## src/rtl/control_command_sequencer_if.sv

```systemverilog
// Link and control-register port bundle for control_command_sequencer.
// master: host link side (drives received bytes, transmitter ready).
// slave:  the sequencer (drives the response byte and control-register write).
interface control_command_sequencer_if;
    // Receiver side: one-cycle byte pulses
    logic       rx_valid;
    logic [7:0] rx_data;

    // Transmitter side: response byte handshake
    logic       tx_ready;
    logic       tx_valid;
    logic [7:0] tx_data;

    // Control register write port and status
    logic       write;
    logic [7:0] write_register;
    logic       busy;

    modport master (
        output rx_valid,
        output rx_data,
        output tx_ready,
        input  tx_valid,
        input  tx_data,
        input  write,
        input  write_register,
        input  busy
    );

    modport slave (
        input  rx_valid,
        input  rx_data,
        input  tx_ready,
        output tx_valid,
        output tx_data,
        output write,
        output write_register,
        output busy
    );
endinterface

```

## src/rtl/control_command_sequencer.sv

```systemverilog
// control_command_sequencer
// Turns framed host bytes (SYNC, ADDR, DATA) into a single-cycle write of the
// 8-bit control register and answers each complete frame with one response
// byte (ACK, NACK, or readback data).
//
// Optional feature, macro CONTROL_READBACK_EN:
//   defined   - ADDR 8'h80 is a read command; response is the current
//               write_register value, no write is issued.
//   undefined - ADDR 8'h80 is just another invalid address (NACK).
//
// All outputs come straight from flops. Frames that time out or are cut by
// reset vanish without a response.
module control_command_sequencer #(
    parameter logic [7:0]  SYNC_BYTE      = 8'hA5,
    parameter logic [7:0]  ACK_BYTE       = 8'h06,
    parameter logic [7:0]  NACK_BYTE      = 8'h15,
    // Maximum clk cycles allowed between bytes of one frame, must be >= 2
    parameter int unsigned TIMEOUT_CYCLES = 100000
) (
    input  logic                              clk,
    input  logic                              reset,
    control_command_sequencer_if.slave        bus_io
);

    localparam int unsigned     CntW     = $clog2(TIMEOUT_CYCLES);
    localparam logic [CntW-1:0] CntMax   = CntW'(TIMEOUT_CYCLES - 1);
    localparam logic [CntW-1:0] CntOne   = CntW'(1);
    localparam logic [7:0]      CtrlAddr = 8'h00;
`ifdef CONTROL_READBACK_EN
    localparam logic [7:0]      ReadAddr = 8'h80;
`endif

    typedef enum logic [2:0] {
        StIdle,
        StAddr,
        StData,
        StWrite,
        StResp
    } state_e;

    state_e          state_q, state_d;
    logic [CntW-1:0] cnt_q, cnt_d;
    logic [7:0]      addr_q, addr_d;
    logic [7:0]      data_q, data_d;
    logic            tx_valid_q, tx_valid_d;
    logic [7:0]      tx_data_q, tx_data_d;
    logic            write_q, write_d;
    logic [7:0]      write_reg_q, write_reg_d;
    logic            busy_q, busy_d;

    // Next-state and next-output decode; outputs are computed one edge ahead so
    // they line up with the state they belong to.
    always_comb begin
        state_d     = state_q;
        cnt_d       = cnt_q;
        addr_d      = addr_q;
        data_d      = data_q;
        tx_valid_d  = tx_valid_q;
        tx_data_d   = tx_data_q;
        write_d     = 1'b0;
        write_reg_d = write_reg_q;

        unique case (state_q)
            StIdle: begin
                // Anything other than the sync byte is line noise
                if (bus_io.rx_valid && (bus_io.rx_data == SYNC_BYTE)) begin
                    state_d = StAddr;
                    cnt_d   = '0;
                end
            end

            StAddr: begin
                // A byte arriving on the timeout cycle still wins
                if (bus_io.rx_valid) begin
                    addr_d  = bus_io.rx_data;
                    cnt_d   = '0;
                    state_d = StData;
                end else if (cnt_q == CntMax) begin
                    cnt_d   = '0;
                    state_d = StIdle;
                end else begin
                    cnt_d = cnt_q + CntOne;
                end
            end

            StData: begin
                if (bus_io.rx_valid) begin
                    data_d = bus_io.rx_data;
                    cnt_d  = '0;
                    if (addr_q == CtrlAddr) begin
                        state_d     = StWrite;
                        write_d     = 1'b1;
                        write_reg_d = bus_io.rx_data;
`ifdef CONTROL_READBACK_EN
                    end else if (addr_q == ReadAddr) begin
                        // Read command: DATA byte is a don't-care
                        state_d    = StResp;
                        tx_valid_d = 1'b1;
                        tx_data_d  = write_reg_q;
`endif
                    end else begin
                        state_d    = StResp;
                        tx_valid_d = 1'b1;
                        tx_data_d  = NACK_BYTE;
                    end
                end else if (cnt_q == CntMax) begin
                    cnt_d   = '0;
                    state_d = StIdle;
                end else begin
                    cnt_d = cnt_q + CntOne;
                end
            end

            StWrite: begin
                // Strobe lasts exactly this one cycle; the ACK follows
                state_d    = StResp;
                tx_valid_d = 1'b1;
                tx_data_d  = ACK_BYTE;
            end

            StResp: begin
                // No timeout here: the transmitter may stall indefinitely
                if (bus_io.tx_ready) begin
                    state_d    = StIdle;
                    tx_valid_d = 1'b0;
                    tx_data_d  = '0;
                end
            end

            default: begin
                state_d    = StIdle;
                cnt_d      = '0;
                tx_valid_d = 1'b0;
                tx_data_d  = '0;
            end
        endcase

        busy_d = (state_d != StIdle);
    end

    // Single state/output register bank with synchronous reset
    always_ff @(posedge clk) begin
        if (reset) begin
            state_q     <= StIdle;
            cnt_q       <= '0;
            addr_q      <= '0;
            data_q      <= '0;
            tx_valid_q  <= 1'b0;
            tx_data_q   <= '0;
            write_q     <= 1'b0;
            write_reg_q <= '0;
            busy_q      <= 1'b0;
        end else begin
            state_q     <= state_d;
            cnt_q       <= cnt_d;
            addr_q      <= addr_d;
            data_q      <= data_d;
            tx_valid_q  <= tx_valid_d;
            tx_data_q   <= tx_data_d;
            write_q     <= write_d;
            write_reg_q <= write_reg_d;
            busy_q      <= busy_d;
        end
    end

    assign bus_io.tx_valid       = tx_valid_q;
    assign bus_io.tx_data        = tx_data_q;
    assign bus_io.write          = write_q;
    assign bus_io.write_register = write_reg_q;
    assign bus_io.busy           = busy_q;

endmodule

```

## src/flat_wrapper.sv

```systemverilog
// flat-port wrapper written by rule: the top's interface ports become plain ports
module control_command_sequencer_flat 
#(
    parameter logic [7:0]  SYNC_BYTE      = 8'hA5,
    parameter logic [7:0]  ACK_BYTE       = 8'h06,
    parameter logic [7:0]  NACK_BYTE      = 8'h15,
                                                                          
    parameter int unsigned TIMEOUT_CYCLES = 100000
)
  (clk, reset, bus_io_rx_valid, bus_io_rx_data, bus_io_tx_ready, bus_io_tx_valid, bus_io_tx_data, bus_io_write, bus_io_write_register, bus_io_busy);
  control_command_sequencer_if bus_io_i ();
  input  logic clk;
  input  logic reset;
  input wire logic [$bits(bus_io_i.rx_valid)-1:0] bus_io_rx_valid;
  input wire logic [$bits(bus_io_i.rx_data)-1:0] bus_io_rx_data;
  input wire logic [$bits(bus_io_i.tx_ready)-1:0] bus_io_tx_ready;
  output wire logic [$bits(bus_io_i.tx_valid)-1:0] bus_io_tx_valid;
  output wire logic [$bits(bus_io_i.tx_data)-1:0] bus_io_tx_data;
  output wire logic [$bits(bus_io_i.write)-1:0] bus_io_write;
  output wire logic [$bits(bus_io_i.write_register)-1:0] bus_io_write_register;
  output wire logic [$bits(bus_io_i.busy)-1:0] bus_io_busy;
  assign bus_io_i.rx_valid = bus_io_rx_valid;
  assign bus_io_i.rx_data = bus_io_rx_data;
  assign bus_io_i.tx_ready = bus_io_tx_ready;
  assign bus_io_tx_valid = bus_io_i.tx_valid;
  assign bus_io_tx_data = bus_io_i.tx_data;
  assign bus_io_write = bus_io_i.write;
  assign bus_io_write_register = bus_io_i.write_register;
  assign bus_io_busy = bus_io_i.busy;
  control_command_sequencer #(.SYNC_BYTE(SYNC_BYTE), .ACK_BYTE(ACK_BYTE), .NACK_BYTE(NACK_BYTE), .TIMEOUT_CYCLES(TIMEOUT_CYCLES)) u_core (.clk(clk), .reset(reset), .bus_io(bus_io_i));
endmodule
```

## config.mk

```make
export PLATFORM = sky130hd
export DESIGN_NAME = control_command_sequencer_flat
export DESIGN_NICKNAME = d
export VERILOG_FILES = /design/src/rtl/control_command_sequencer_if.sv /design/src/rtl/control_command_sequencer.sv /design/src/flat_wrapper.sv
export SDC_FILE = /design/constraint.sdc
export NUM_CORES = 1
export LEC_CHECK = 0
export BUFFER_PORTS_ARGS = -buffer_cell sky130_fd_sc_hd__buf_4
export CORE_ASPECT_RATIO = 0.8
export CORE_UTILIZATION = 30
export CTS_CLUSTER_SIZE = 40
export DETAILED_ROUTE_END_ITERATION = 7
export PLACE_DENSITY = 0.55
export SLEW_MARGIN = 25
export SYNTH_ARGS = -nofsm -noshare
export SYNTH_HDL_FRONTEND = slang
export SYNTH_SLANG_ARGS = --single-unit
```

## constraint.sdc

```tcl
create_clock -name clk -period 2.2 [get_ports clk]
set_clock_uncertainty 0.15 [all_clocks]
set_input_delay 0.11 -clock clk [delete_from_list [all_inputs] [get_ports clk]]
set_output_delay 0.11 -clock clk [all_outputs]
set_load 0.02 [all_outputs]
```

==> results of run 1 <==
==> power by group through the flow <==
| stage | sequential (mW) | combinational, mW | clock [mW] |
|---|---|---|---|
| 2_1_floorplan | 0.759 | 0.0333 | 0 |
| 3_3_place_gp | 0.759 | 0.0566 | 0 |
| 3_5_place_dp | 0.759 | 0.0562 | 0 |
| 4_1_cts | 0.742 | 0.0688 | 0.550 |
| 5_1_grt | 0.742 | 0.0782 | 0.589 |
| 6_report | 0.742 | 0.0724 | 0.531 |
==> routing by layer <==
| layer | vias up | track usage [%] |
|---|---|---|
| met3 | 4 | 3.54 |
| met5 | - | 0 |
| met1 | 747 | 20.0 |
| met4 | 0 | 3.70 |
| met2 | 30 | 18.3 |
| li1 | 826 | - |
==> worst paths after layout <==
kind                                                  endpoint                                  start
setup / recovery                 u_core.cnt_q[15]$_SDFFE_PP0P_           u_core.cnt_q[0]$_SDFFE_PP0P_
hold / removal    u_core.bus_io.write_register[4]$_SDFFE_PP0P_                                  reset
setup reg to reg                 u_core.cnt_q[15]$_SDFFE_PP0P_           u_core.cnt_q[0]$_SDFFE_PP0P_
hold reg to reg          u_core.bus_io.tx_data[1]$_SDFFE_PP0P_  u_core.bus_io.tx_data[1]$_SDFFE_PP0P_
==> logic make-up (layout without fill, tap and decap cells) <==
logic type      Yosys count  count (layout)  synth area share (%)
buf+inv                  17              56                  5.33
mux                      16              16                  8.42
other cells               1               4                 0.197
compound gates           29              29                  10.3
simple gates             94              94                  26.9
flops                    41              41                  43.1
fa+ha+maj                 1               1                 0.657
xor+xnor                 11              11                  5.06
==> worst register-to-register path, delay by kind of cell, from the launching register on <==
kind	cells	cell delay, ps
AND/OR/NAND/NOR	3	940
adder cells (fa/ha/maj)	1	210
AO/OA/AOI/OAI	2	400
flip-flops	1	350
==> state kept, by name, indices dropped and copies added (netlist names) <==
signal / count
u_core.bus_io.tx_data: 2
u_core.bus_io.tx_valid: 1
u_core.bus_io.write_register: 8
u_core.state_q: 3
u_core.addr_q: 8
u_core.bus_io.write: 1
u_core.cnt_q: 17
u_core.bus_io.busy: 1
==> metrics by stage <==
| stage | area [sq um] | std cells | setup slack, ps | util, % |
|---|---|---|---|---|
| 6_report | 2420 | 333 | 87.8 | 40.2 |
| 2_1_floorplan | 1910 | 213 | 101 | - |
| 5_1_grt | 2420 | 333 | 2.85 | 40.2 |
| 3_3_place_gp | 2190 | 315 | 89.9 | 36.4 |
| 3_5_place_dp | 2190 | 315 | 70.7 | 36.4 |
| 4_1_cts | 2380 | 332 | 34.8 | 39.6 |
==> layout make-up <==
class | count | area (sq um)
tap | 81 | 101
multi-input combinational | 155 | 1020
inverter | 3 | 11.3
fill | 606 | 3590
timing repair buffer | 45 | 360
sequential | 41 | 823
clock buffer | 7 | 96.3
clock inverter | 1 | 5.00
==> what timing repair did <==
| item | in CTS | in global routing |
|---|---|---|
| setup endpoints to repair | 0 | 1 |
| hold buffers | 9 | 0 |
| gates resized for setup | 0 | 6 |
| hold endpoints to repair | 17 | 0 |
| setup buffers | 0 | 1 |
==> cell usage in the layout (no fill, tap or decap), types with 3 or more instances in the layout <==
cell	netlist	final
dfxtp_1	41	39
buf_4	7	36
nor2_1	34	34
mux2i_1	16	16
nand3_1	10	10
xor2_1	10	10
nand4_1	9	9
o21ai_0	9	9
a21oi_1	10	9
dlygate4sd3_1	0	9
nand2_1	7	7
clkbuf_8	0	7
nor3_1	4	4
or3_1	4	4
conb_1	1	4
inv_1	3	3
nand2b_1	3	3
==> PnR_summary.wiki, run 1 <==
{| class="wikitable"
! Metric !! Value
|-
| TritonCTS clock tree || built
|-
| Maximum number of buffers from clock root to sink || 2
|-
| Share of total power in sequential cells || a little under three fifths
|-
| VDD IR-drop max || 0.243 mV
|-
| Number of hold violations in the final report || 0
|-
| Async set-or-reset flop fraction in the synthesized netlist || 0%
|-
| Total negative slack || 0 ps
|-
| Largest stage delay on the critical path || ~500 ps
|-
| Worst Hold Path Cells || 2
|-
| Ranking of synthesized cells by area || dfxtp_1, mux2i_1, nor2_1
|-
| Average footprint of a synthesized cell || around 9.1 sq um
|-
| Cell taking the most area after synthesis || dfxtp_1
|-
| Final nets || between 200 and 300
|-
| Number of CTS-inserted buffers || 5
|-
| Fraction of synthesized cell area taken by the top area cell type || between 40% and 50%
|-
| Required time reported for the critical path endpoint || ~2300 ps
|-
| Overall track demand over capacity in global routing || 13.3%
|-
| Mean routed wirelength per cell || 12.3 um
|-
| Synthesized netlist cell count || 210
|-
| Global-route wire length before repair || between 6000 and 7000 um
|-
| Distinct cells, synth || 46
|-
| Die boundary width || 91.0 um
|-
| IO buf count || 26
|-
| Number of nets with antenna violations after detailed routing || 0
|-
| Maximum Capacitance Violations || 0
|-
| Final setup viols || 0
|-
| Top post-synthesis cells by count || dfxtp_1, nor2_1, mux2i_1
|-
| Total power || approximately 1.3 mW
|-
| Syn. warnings || 0
|-
| Area of the mapped netlist || about 1900 sq um
|-
| Cell internal power dissipation || around 1.1 mW
|-
| Count of cells along the worst register-to-register path || 6
|-
| Number of synthesized register bits || 41
|-
| Overall overflow remaining after global route || 0
|-
| Length of routed met3 wiring || 164 um
|-
| Antenna cell count || 0
|-
| Uppermost layer routed || met4
|-
| Root Buffer Master || clkbuf_8
|-
| Share of post-route cells with drive strength above 1 || between 20% and 30%
|-
| Synth Flop Type || dfxtp_1
|-
| Per-cell via count in the routed design || just under 5
|-
| Path length in cells of the critical path || 6
|-
| Initial detailed-routing violation count || 44
|-
| HPWL reported at the end of detailed placement || a little under 3000 um
|-
| Classification of the worst-slack hold path || input pin to flop
|-
| Worst hold slack || around 25 ps
|-
| Final period utilization || 96.0%
|-
| Count leader, synth || dfxtp_1
|-
| R2r setup slk || 90 ps
|-
| Final RePlAce weighted congestion || approximately 0.8
|-
| Switching Power || between 0.2 and 0.3 mW
|-
| Routed vias || about 1600
|-
| Count of buffer and inverter cells on the critical path || 0
|-
| Initial Util || a little under a third
|-
| Relative contribution of combinational cells to total power || 5.4%
|-
| Startpoint kind of the worst setup timing path || flop
|-
| Maximum achievable frequency || approximately 0.47 GHz
|-
| DRC errors left || 0
|-
| Vertical extent of the die || between 70 and 80 um
|-
| Clock period minus worst slack || 2110 ps
|-
| Pleak || roughly 0.98 nW
|-
| Via count of the first global-routing pass || roughly 1400
|-
| Number of synthesized flops with an enable pin || 0
|-
| Routed wl met2 || 1620 um
|-
| Critical Path Slowest Stage Cell || or4_4
|-
| Number of clock sinks || between 40 and 50
|-
| Worst endpoint data arrival time || 2180 ps
|-
| Total wire length || between 4000 and 5000 um
|-
| Number of search-and-repair iterations in the first detailed-routing pass || 4
|-
| Clock network latency to the later pin of the worst-skew pair || 280 ps
|-
| Clock share of power || approximately 40%
|-
| Worst-Margin Slew || 540 ps
|-
| Max Slew Vio Count || 0
|-
| Total core area || 6010 sq um
|-
| Met1 layer wirelength in the final routing || 2290 um
|-
| Power density over the cells || 557 nW/um^2
|-
| Standard-cell rows || 25
|-
| Post-synthesis to final-layout area growth || 27.0%
|-
| Clock-pin slew on the worst setup and hold paths || around 80 ps
|-
| Result of the run || complete, no violations
|-
| Number of primary I/O pins || 31
|-
| WS Path Type || flop to flop
|-
| # H-tree levels || 2
|-
| Unrepaired setup endpoints after global routing || no
|-
| Worst path cell trace || ha_1 > and4_4 > a41o_2 > or2_4 > or4_4 > a21oi_2
|-
| Maximum number of pins on one net before global-route repair || 24
|-
| Cell type group with the largest total delay on the critical path || simple AND/OR/NAND/NOR gates
|-
| Initial antenna violation count || 0
|-
| Switching fraction of total power || between 20% and 30%
|-
| Element type at the critical path end || flop
|-
| Floorplan die area || about 6700 sq um
|-
| Max FO, Critical Path || 5
|-
| Portion of the post-synthesis area used by sequential elements || approximately 43%
|-
| Worst slew slack as a fraction of its limit || between 60% and 70%
|}
Note: power is estimated with default switching activity, not from simulation.
==> run 2, diff against run 1 <==
==> constraint.sdc (replaced) <==
create_clock -name clk -period 1.7 [get_ports clk]
set_clock_uncertainty 0.15 [all_clocks]
set_input_delay 0.085 -clock clk [delete_from_list [all_inputs] [get_ports clk]]
set_output_delay 0.085 -clock clk [all_outputs]
set_load 0.02 [all_outputs]
==> run 2 against run 1 <==
Against the previous run:
- the flow now finishes with violations (negative setup slack)
- clock-buffer cell count fell by 1
- critical endpoint unchanged
- register-to-register slack got worse by 370 ps
- fmax rose by 6.7%
- critical path type unchanged
- non-clock buffer count rose by 40
- global-route usage rose by 1.3 points
- first-iteration DRC count rose by 77%
- worst setup slack got worse by 370 ps
- critical path depth did not move
- cell area rose by 16%
==> PnR_summary.wiki, run 2 (synthesized netlist as in run 1, its figures left out) <==
{| class="wikitable"
! Metric !! Value
|-
| Per-cell via count in the routed design || around 4.6
|-
| Initial detailed-routing violation count || between 70 and 80
|-
| Element type at the critical path end || flop
|-
| Worst path cell trace || ha_4 > and4_4 > a41o_4 > or2_4 > or4_4 > a21oi_2
|-
| Worst endpoint data arrival time || a little over 2000 ps
|-
| Number of search-and-repair iterations in the first detailed-routing pass || 4
|-
| Top Usage Layer GRT || met2
|-
| Power density over the cells || around 600 nW/um^2
|-
| Area taken by flip-flops and latches || slightly above 800 sq um
|-
| Startpoint kind of the worst setup timing path || flop
|-
| Clock network latency to the later pin of the worst-skew pair || roughly 290 ps
|-
| Number of hold violations in the final report || 0
|-
| Top reg by flops || u_core.cnt_q
|-
| Final RePlAce weighted congestion || 0.807
|-
| Antenna cell count || 0
|-
| Maximum Capacitance Violations || 0
|-
| Cell Count, Final, Fillers Out || approximately 370
|-
| Initial Util || 31.7%
|-
| IO buf count || 26
|-
| Largest stage delay on the critical path || roughly 480 ps
|-
| Global routing met2 resource utilization || roughly 22%
|-
| Count of buffer and inverter cells on the critical path || 0
|-
| Global-route wire length before repair || about 7700 um
|-
| Final-layout fill cell count || 589
|-
| Final period utilization || 116%
|-
| Worst setup slack before clock tree synthesis || -280 ps
|-
| DRC errors left || 0
|-
| Result of the run || finished with violations
|-
| Number of flip-flops in the largest register || 17
|-
| Area occupied by multi-input gates || approximately 1100 sq um
|-
| Max FO, Critical Path || 5
|-
| Final setup viols || 18
|-
| Classification of the worst-slack hold path || input pin to flop
|-
| Floorplan die area || 6670 sq um
|-
| Overall overflow remaining after global route || 0
|-
| Met3 demand-to-capacity share in global routing || under 10%
|-
| Die boundary width || slightly above 90 um
|-
| Share of post-route cells with drive strength above 1 || 38.6%
|-
| Root Buffer Master || clkbuf_8
|-
| Via count of the first global-routing pass || roughly 1600
|-
| Required time reported for the critical path endpoint || roughly 1800 ps
|-
| Inst Count DP || between 300 and 400
|-
| TritonCTS clock tree || built
|-
| Maximum achievable frequency || approximately 0.51 GHz
|-
| Number of primary I/O pins || 31
|-
| Cell type group with the largest total delay on the critical path || simple AND/OR/NAND/NOR gates
|-
| Unrepaired setup endpoints after global routing || yes
|-
| Total negative slack || -3860 ps
|-
| Standard-cell rows || 25
|-
| WS Path Type || flop to flop
|-
| Critical Path Slowest Stage Cell || or4_4
|-
| Clock period minus worst slack || just under 2000 ps
|-
| Vertical extent of the die || between 70 and 80 um
|-
| HPWL reported at the end of detailed placement || ~3200 um
|-
| Pleak || 1.18 nW
|-
| Clock-pin slew on the worst setup and hold paths || about 80 ps
|-
| Max Slew Vio Count || 0
|-
| Mean routed wirelength per cell || 12.7 um
|-
| Number of clock sinks || 41
|-
| Overall track demand over capacity in global routing || around 15%
|-
| Routed vias || around 1700
|-
| Number of nets with antenna violations after detailed routing || 0
|-
| Post-synthesis to final-layout area growth || 47.7%
|-
| Total wire length || about 4800 um
|-
| Worst-case setup margin in the final layout || -280 ps
|-
| Maximum number of buffers from clock root to sink || 2
|-
| Maximum number of pins on one net before global-route repair || 17
|-
| Initial antenna violation count || 0
|-
| Violations in the final reports || negative setup slack
|-
| Final nets || ~310
|-
| # H-tree levels || 2
|-
| Leading cell type in the layout, fill and taps excluded || buf_4
|-
| Met1 global-route usage || roughly a fifth
|-
| Number of CTS-inserted buffers || 5
|-
| VDD IR-drop max || between 0.3 and 0.4 mV
|-
| Total core area || between 6000 and 7000 sq um
|-
| Most used cells in the layout excluding fill and tap cells || buf_4, dfxtp_1, nor2_1, mux2i_1
|}
run 2: where the power goes:
group / internal (mW) / switching [mW]
sequential: 0.960 / 0.000338
combinational: 0.0566 / 0.0556
clock: 0.285 / 0.321
run 2: area by class of cell:
class / count / share of cell area, %
clock buffer: 6 / 2.58
clock inverter: 2 / 0.356
inverter: 3 / 0.401
multi-input combinational: 156 / 40.0
sequential: 41 / 29.4
tap: 81 / 3.60
timing repair buffer: 85 / 23.7
run 2: path summary, 6_finish.rpt:
kind	start	end	slack [ps]	depth (start not counted)
worst max-delay path	u_core.cnt_q[1]$_SDFFE_PP0P_	u_core.cnt_q[15]$_SDFFE_PP0P_	-280	6
worst min-delay path	bus_io_tx_ready	u_core.bus_io.tx_valid$_SDFFE_PP0P_	80	4
worst min register to register	u_core.bus_io.tx_data[1]$_SDFFE_PP0P_	u_core.bus_io.tx_data[1]$_SDFFE_PP0P_	330	1
worst max register to register	u_core.cnt_q[1]$_SDFFE_PP0P_	u_core.cnt_q[15]$_SDFFE_PP0P_	-280	6
run 2: timing repair:
action | in CTS | in global routing
setup buffers | 1 | 1
hold buffers | 10 | 0
endpoints found under the setup margin | 22 | 28
cloned | 1 | 1
gates resized for setup | 9 | 16
hold endpoints to repair | 18 | 0
pin swaps | 7 | 10
run 2: through the flow:
step,hold WS [ps],instance area [sq um],util (%),power (mW)
2_1_floorplan,78.9,1940,-,1.03
3_3_place_gp,180,2490,41.5,1.07
3_5_place_dp,178,2490,41.5,1.07
4_1_cts,63.4,2730,45.5,1.70
5_1_grt,116,2810,46.8,1.77
6_report,76.0,2810,46.8,1.68
run 2: per-layer routing:
layer  wire length [um]  vias up
met5                  0        -
met4                 33        0
met3                149        2
met2               1970       24
met1               2600      796
li1                   -      903
run 2: worst register-to-register path, delay by kind of cell (launching register included):
kind	cells	cell delay, ps
simple gates	3	910
compound gates	2	380
flops	1	340
fa+ha+maj	1	160
==> run 3, diff against run 2 <==
--- a/config.mk
+++ b/config.mk
@@ -8,6 +8,7 @@
 export BUFFER_PORTS_ARGS = -buffer_cell sky130_fd_sc_hd__buf_4
 export CORE_ASPECT_RATIO = 0.8
 export CORE_UTILIZATION = 30
+export CTS_BUF_LIST = sky130_fd_sc_hd__clkbuf_4 sky130_fd_sc_hd__clkbuf_8
 export CTS_CLUSTER_SIZE = 40
 export DETAILED_ROUTE_END_ITERATION = 7
 export PLACE_DENSITY = 0.55
==> run 3 against run 2 <==
Against the previous run:
- the run still ends with negative setup slack left
- sequential power about the same
- combinational power about the same
- via count increased by 0.58%
- largest cell class unchanged
- largest power group unchanged
==> PnR_summary.wiki, run 3 (synthesized netlist as in run 1, its figures left out) <==
{| class="wikitable"
! Metric !! Value
|-
| Floorplan die area || 6670 sq um
|-
| Number of primary I/O pins || 31
|-
| Share of post-route cells with drive strength above 1 || roughly two fifths
|-
| Number of search-and-repair iterations in the first detailed-routing pass || 4
|-
| Antenna cell count || 0
|-
| Number of flip-flops in the largest register || 17
|-
| Overall track demand over capacity in global routing || between 10% and 20%
|-
| Initial Util || 31.7%
|-
| R2r setup slk || -280 ps
|-
| Unrepaired setup endpoints after global routing || yes
|-
| TritonCTS clock tree || built
|-
| Worst hold slack || 75.6 ps
|-
| VDD IR-drop max || around 0.37 mV
|-
| Max Slew Vio Count || 0
|-
| Number of clock sinks || between 40 and 50
|-
| Mean routed wirelength per cell || ~13 um
|-
| Clock period minus worst slack || around 2000 ps
|-
| Vertical extent of the die || around 73 um
|-
| Post-synthesis to final-layout area growth || 47.9%
|-
| Top reg by flops || u_core.cnt_q
|-
| # H-tree levels || 2
|-
| Number of nets with antenna violations after detailed routing || 0
|-
| Area taken by flip-flops and latches || a little over 800 sq um
|-
| Violations in the final reports || negative setup slack
|-
| Die boundary width || roughly 91 um
|-
| Design area || about 2800 sq um
|-
| Standard-cell rows || 25
|-
| DRC errors left || 0
|-
| Maximum number of pins on one net before global-route repair || 17
|-
| Final nets || 305
|-
| Routed vias || between 1500 and 2000
|-
| Initial detailed-routing violation count || 81
|-
| Instance area at placement || between 2000 and 2500 sq um
|-
| Worst-case setup margin in the final layout || -282 ps
|-
| Most used cells in the layout excluding fill and tap cells || buf_4, dfxtp_1, nor2_1, mux2i_1
|-
| Final period utilization || 117%
|-
| Maximum number of buffers from clock root to sink || 2
|-
| Total core area || between 6000 and 7000 sq um
|-
| Global-route wire length before repair || 7730 um
|-
| Worst endpoint data arrival time || roughly 2100 ps
|-
| IO buf count || 26
|-
| Clock network latency to the later pin of the worst-skew pair || around 290 ps
|-
| Power density over the cells || 602 nW/um^2
|-
| Via count of the first global-routing pass || ~1600
|-
| Maximum Capacitance Violations || 0
|-
| WS Path Type || flop to flop
|-
| Initial antenna violation count || 0
|-
| Final RePlAce weighted congestion || 0.807
|-
| Leading cell type in the layout, fill and taps excluded || buf_4
|-
| Max FO, Critical Path || 5
|-
| Per-cell via count in the routed design || around 4.6
|-
| Final setup viols || 18
|-
| Startpoint kind of the worst setup timing path || flop
|-
| Root Buffer Master || clkbuf_8
|-
| Number of hold violations in the final report || 0
|-
| Final-layout fill cell count || slightly below 600
|-
| Total wire length || 4770 um
|-
| Area occupied by multi-input gates || around 1100 sq um
|-
| Clock-pin slew on the worst setup and hold paths || about 80 ps
|-
| Classification of the worst-slack hold path || input pin to flop
|-
| Overall overflow remaining after global route || 0
|-
| Pleak || between 1 and 1.5 nW
|-
| HPWL reported at the end of detailed placement || 3240 um
|-
| Element type at the critical path end || flop
|-
| Maximum achievable frequency || approximately 0.50 GHz
|-
| Required time reported for the critical path endpoint || about 1800 ps
|-
| Result of the run || finished with violations
|-
| Number of CTS-inserted buffers || 5
|}
==> run 3: cell type report <==
type / count / share of cell area [%]
clock buffer: 6 / 2.71
clock inverter: 2 / 0.356
inverter: 3 / 0.400
multi-input combinational: 156 / 39.9
sequential: 41 / 29.3
tap: 81 / 3.60
timing repair buffer: 85 / 23.7
==> run 3: routing by layer <==
layer / vias up / routed length (um) / GRT usage [%]
li1: 905 / - / -
met1: 797 / 2590 / 21.2
met2: 31 / 1970 / 21.6
met3: 2 / 172 / 3.85
met4: 0 / 33 / 3.17
met5: - / 0 / 0
==> run 3: repair_timing <==
action,4_1_cts,5_1_grt
gates cloned,1,1
hold buffers,10,0
resized for setup,9,16
buffers inserted,1,1
setup endpoints to repair,22,28
endpoints found under the hold margin,18,0
pin swaps,7,10
==> run 3: worst paths after layout <==
path                                                               to                                  start  cells past startpoint
worst max-delay path                    u_core.cnt_q[15]$_SDFFE_PP0P_           u_core.cnt_q[1]$_SDFFE_PP0P_                      6
worst min-delay path              u_core.bus_io.tx_valid$_SDFFE_PP0P_                        bus_io_tx_ready                      4
worst max register to register          u_core.cnt_q[15]$_SDFFE_PP0P_           u_core.cnt_q[1]$_SDFFE_PP0P_                      6
worst min register to register  u_core.bus_io.tx_data[1]$_SDFFE_PP0P_  u_core.bus_io.tx_data[1]$_SDFFE_PP0P_                      1
==> run 3: where the power goes <==
group / switching (mW) / internal, mW
Clock: 0.322 / 0.301
Combinational: 0.0557 / 0.0566
Sequential: 0.000340 / 0.960
Total: 0.378 / 1.32
==> run 3: worst max-delay path: stages (launching register included) <==
cell     delay, ps
dfxtp_2        340
ha_4           160
and4_4         190
a41o_4         260
or2_4          240
or4_4          480
a21oi_2        120
==> run 3: metrics by stage <==
| stage | setup WS (ps) | setup TNS [ps] | std cells | power [mW] | utilization, % |
|---|---|---|---|---|---|
| final | -282 | -3880 | 374 | 1.70 | 46.9 |
| after global routing | -354 | -4840 | 374 | 1.78 | 46.9 |
| after CTS | -296 | -3810 | 372 | 1.72 | 45.6 |
| after detailed placement | -280 | -4210 | 352 | 1.07 | 41.5 |
| after global placement | -262 | -3700 | 352 | 1.07 | 41.5 |
| after floorplan | -245 | -2930 | 213 | 1.03 | - |
